File: config.mk
export PLATFORM = sky130hd
export DESIGN_NAME = cnff_bank
export DESIGN_NICKNAME = d
export VERILOG_FILES = /design/src/rtl/cnff_bank.sv
export SDC_FILE = /design/constraint.sdc
export NUM_CORES = 1
export LEC_CHECK = 0
export CORE_AREA = 2 2 54 56
export DETAILED_ROUTE_END_ITERATION = 6
export DIE_AREA = 0 0 56 58
export GPL_TIMING_DRIVEN = 0
export PLACE_DENSITY_LB_ADDON = 0.15
export REMOVE_ABC_BUFFERS = 1
export SLEW_MARGIN = 5
export SYNTH_ARGS = -nofsm -noshare
export SYNTH_HDL_FRONTEND = slang
export SYNTH_SLANG_ARGS = --single-unit
File: constraint.sdc
create_clock -name clk -period 6.5 [get_ports clk]
set_input_delay 1.3 -clock clk [delete_from_list [all_inputs] [get_ports clk]]
set_output_delay 1.3 -clock clk [all_outputs]
set_load 0.005 [all_outputs]
File: src/rtl/cnff_bank.sv
// Bank of WIDTH change/no-change flip-flops with CNFF, load, shift and rotate modes,
// plus a registered change flag and a saturating change-event counter.
module cnff_bank #(
   parameter int unsigned         WIDTH = 8,
   parameter int unsigned         CNT_W = 8,
   parameter logic [WIDTH-1:0]    INIT  = '0
) (
   input  logic             clk,
   input  logic             rst,
   input  logic [WIDTH-1:0] n,
   input  logic [WIDTH-1:0] c,
   input  logic [1:0]       mode,
   input  logic [WIDTH-1:0] d,
   input  logic             si,
   input  logic             clr_cnt,
   output logic [WIDTH-1:0] out,
   output logic             changed,
   output logic [CNT_W-1:0] chg_cnt
);

   localparam logic [1:0] MODE_CNFF   = 2'b00;
   localparam logic [1:0] MODE_LOAD   = 2'b01;
   localparam logic [1:0] MODE_SHIFT  = 2'b10;
   localparam logic [1:0] MODE_ROTATE = 2'b11;

   localparam logic [CNT_W-1:0] CNT_MAX = {CNT_W{1'b1}};

   logic [WIDTH-1:0] out_q, out_d;
   logic             changed_q, changed_d;
   logic [CNT_W-1:0] chg_cnt_q, chg_cnt_d;
   logic             any_chg;

   // Per-bit next value; shift/rotate sources always come from the pre-edge out_q.
   always_comb begin
      out_d = out_q;
      for (int i = 0; i < int'(WIDTH); i++) begin
         if (n[i]) begin
            case (mode)
               MODE_CNFF:  out_d[i] = c[i] & ~out_q[i];
               MODE_LOAD:  out_d[i] = d[i];
               MODE_SHIFT: begin
                  if (i == 0) out_d[i] = si;
                  else        out_d[i] = out_q[i-1];
               end
               default: begin
                  if (i == 0) out_d[i] = out_q[WIDTH-1];
                  else        out_d[i] = out_q[i-1];
               end
            endcase
         end
      end
   end

   assign any_chg = (out_d != out_q);

   always_comb begin
      changed_d = any_chg;
      chg_cnt_d = chg_cnt_q;
      if (clr_cnt) begin
         chg_cnt_d = '0;
      end else if (any_chg && (chg_cnt_q != CNT_MAX)) begin
         chg_cnt_d = chg_cnt_q + 1'b1;
      end
   end

   always_ff @(posedge clk or posedge rst) begin
      if (rst) begin
         out_q     <= INIT;
         changed_q <= 1'b0;
         chg_cnt_q <= '0;
      end else begin
         out_q     <= out_d;
         changed_q <= changed_d;
         chg_cnt_q <= chg_cnt_d;
      end
   end

   assign out     = out_q;
   assign changed = changed_q;
   assign chg_cnt = chg_cnt_q;

endmodule
==> impl_metrics.env <==
export IMPL_status="completed"
export IMPL_p_leak_nw=0.6695
export IMPL_cp_arrival_ns=4.12
export IMPL_synth_mux_area_frac=0.03601
export IMPL_synth_compound_area_frac=0.2654
export IMPL_hp_class="flip-flop to flip-flop"
export IMPL_dieArea_um2=3248
export IMPL_numClockSinks=17
export IMPL_drc=0
export IMPL_nNetsFinal=210
export IMPL_route_vias_total=1259
export IMPL_fin_crit_ns=3.938
export IMPL_numCtsBuffers=3
export IMPL_syn_avg_cell_area_um2=9.009
export IMPL_grt_start_max_net_pins=26
export IMPL_synth_edff_count=0
export IMPL_clk_latency_ns=0.30
export IMPL_slew_viol_final=0
export IMPL_initial_core_util=0.4568
export IMPL_wl_per_cell_um=14.64
export IMPL_core_um2=2663
export IMPL_antenna_found_initial=0
export IMPL_yosys_register_bits=17
export IMPL_rsz0062_at_grt="false"
export IMPL_cts_root_buf="clkbuf_4"
export IMPL_die_h_um=58
export IMPL_insertedDiodeCount=0
export IMPL_critPathKind="input pin to flip-flop"
export IMPL_hold_buffers=0
export IMPL_gp_congestion=0.7563
export IMPL_timing_rr_end="chg_cnt[6]"
export IMPL_finalPower_mw=0.3105
export IMPL_synthSimpleGateAreaFrac=0.2191
export IMPL_required_ns=6.68
export IMPL_netlist_area_um2=1216
export IMPL_grt_ovfl_total=0
export IMPL_worstMarginPinSlew_ns=0.8486
export IMPL_fin_skew_ns=0.009467
export IMPL_seq_area_frac_synth=0.3498
export IMPL_finalHoldViolations=0
export IMPL_drtIter0Drc=53
export IMPL_post_cts_buffers=0
export IMPL_fin_ws_ns=2.562
export IMPL_synth_xor_area_share=0.05761
export IMPL_endpoint_kind="flip-flop"
export IMPL_io_pin_count=47
export IMPL_drt_pass1_iter_count=5
export IMPL_synth_top_family_by_area="compound AO/OA/AOI/OAI gates"
export IMPL_grt_use_total=0.1889
export IMPL_synth_fa_ha_area_frac=0.01029
export IMPL_power_density_nw_per_um2=183.0
export IMPL_first_global_vias=1108
export IMPL_hold_path_end="chg_cnt[4]"
export IMPL_die_w_um=56
export IMPL_maxCapViolCount=0
export IMPL_dp_slack_ns=2.279
export IMPL_fmax_mhz=253.9
export IMPL_maxSlewHeadroom=0.4325
export IMPL_synth_distinct_cells=46
export IMPL_drive_above_1_share=0.05618
export IMPL_cp_start_kind="input pin"
export IMPL_reg2reg_from="out[1]"
export IMPL_cts_repair_resized=0
export IMPL_r2r_slack_ns=4.12
export IMPL_async_flop_share=1.000
export IMPL_grt_pass1_wl_mm=4.871
export IMPL_path_clk_slew_ns=0.11
export IMPL_setup_viol=0
export IMPL_hold_depth=2
export IMPL_setup_tns_ns=0
export IMPL_hold_slack_ns=0.5794
export IMPL_path_max_fanout=25
export IMPL_cts_tree="yes"
export IMPL_area_delta_synth_final_pct=39.51
export IMPL_portBuffers=46
export IMPL_worstHoldStart="chg_cnt[4]"
export IMPL_synthCells=135
export IMPL_htreeDepth=1
export IMPL_routed_via_density=6.024
export IMPL_postRouteAntennaNets=0
export IMPL_yosysWarnings=0
export IMPL_num_rows=19
export IMPL_reg2reg_depth=7
export IMPL_clk_path_buf_depth=2
export IMPL_ys_flop_type="dfrtp_1"
export IMPL_drt_total_wl_mm=3.060
export IMPL_dp_hpwl_mm=2.321
export IMPL_timing_final_crit_share=0.6059
export IMPL_vdd_ir_drop_max_mv=0.1255
==> cell families after synthesis <==
kind of cell / count (synthesis)
AOI/OAI and AO/OA: 46
xor gates and xnor gates: 8
adders and majority gates: 1
buffers and inverters: 15
DFF: 17
muxes: 4
and+or+nand+nor: 44
==> routing by layer <==
layer	track usage	routed length (um)	vias to the layer above
met5	0	0	-
met4	0.07823	59	0
met3	0.03795	171	10
met2	0.3294	1538	47
met1	0.2289	1291	596
li1	-	-	606
==> through the flow <==
stage | instance area (um2) | utilization | std cells
5_1_grt | 1697 | 0.6372 | 209
4_1_cts | 1697 | 0.6372 | 209
2_1_floorplan | 1171 | - | 128
3_5_place_dp | 1670 | 0.6274 | 205
6_report | 1697 | 0.6372 | 209
3_3_place_gp | 1670 | 0.6274 | 205
==> area by class of cell <==
class                      count  area, um2
tap                           31      38.79
inverter                       8      30.03
fill                         247      965.9
sequential                    17      425.4
multi-input combinational    103      715.7
timing repair buffer          46      460.4
clock buffer                   4      26.28
==> placed cells by master, fill, tap and decap left out, types with 3 or more instances in the layout <==
| cell | count |
|---|---|
| a211oi_1 | 3 |
| nand2_1 | 5 |
| nor2_1 | 5 |
| o21ai_0 | 6 |
| dfrtp_1 | 17 |
| nor2b_1 | 4 |
| clkdlybuf4s50_1 | 46 |
| inv_1 | 8 |
| xor2_1 | 5 |
| xnor2_1 | 3 |
| nand2b_1 | 3 |
| and3_1 | 3 |
| a21oi_1 | 11 |
| nand3_1 | 6 |
| o22ai_1 | 3 |
| clkbuf_4 | 3 |
| nor3_1 | 4 |
| or3_1 | 6 |
| mux2_2 | 3 |
==> critical path: stages <==
cell and delay [ns]:
clkdlybuf4s50_1 1.02, nor2b_1 0.27, a221oi_1 0.14, nor4b_2 0.33, nand4_1 0.20, or3_1 0.50
a41oi_1 0.28, nor3_2 0.07
==> how the worst max path moves through the flow <==
| stage | startpoint | cells after the start | slack [ns] | endpoint |
|---|---|---|---|---|
| floorplan | n[1] | 7 | 3.49 | chg_cnt[6] |
| global placement | mode[0] | 8 | 2.38 | chg_cnt[6] |
| detailed placement | mode[0] | 8 | 2.28 | chg_cnt[6] |
| CTS | mode[0] | 8 | 2.60 | chg_cnt[6] |
| global route | mode[0] | 8 | 2.40 | chg_cnt[4] |
| finish | mode[0] | 8 | 2.56 | chg_cnt[6] |
==> report_power, final <==
group          total (mW)  switching (mW)  internal (mW)  leakage, nW
clock              0.0589          0.0350         0.0239       0.0150
sequential          0.137          0.0195          0.118        0.215
combinational       0.114          0.0475         0.0667        0.440
total               0.311           0.102          0.208        0.669
==> synth_stat cells (all sizes together), types with 2 or more instances <==
| master | number | area, um2 |
|---|---|---|
| dfrtp | 17 | 425.4 |
| a21oi | 11 | 55.05 |
| inv | 8 | 30.03 |
| o21ai | 7 | 35.03 |
| buf | 6 | 41.28 |
| nand3 | 6 | 30.03 |
| nor3 | 6 | 40.04 |
| or3 | 6 | 37.54 |
| nand2 | 5 | 18.77 |
| nor2 | 5 | 18.77 |
| xor2 | 5 | 43.79 |
| nor2b | 4 | 25.02 |
| a211oi | 3 | 22.52 |
| and3 | 3 | 18.77 |
| mux2 | 3 | 33.78 |
| nand2b | 3 | 18.77 |
| o22ai | 3 | 18.77 |
| xnor2 | 3 | 26.28 |
| a221o | 2 | 20.02 |
| a221oi | 2 | 17.52 |
| a22o | 2 | 17.52 |
| a22oi | 2 | 15.01 |
| o211ai | 2 | 15.01 |
| o221ai | 2 | 17.52 |
| o31ai | 2 | 20.02 |
| or3b | 2 | 17.52 |
==> flip-flops by register name (all words and copies together), names as in the netlist <==
signal and cells:
out 8, chg_cnt 8, changed 1
Note: power is estimated with default switching activity, not from simulation.
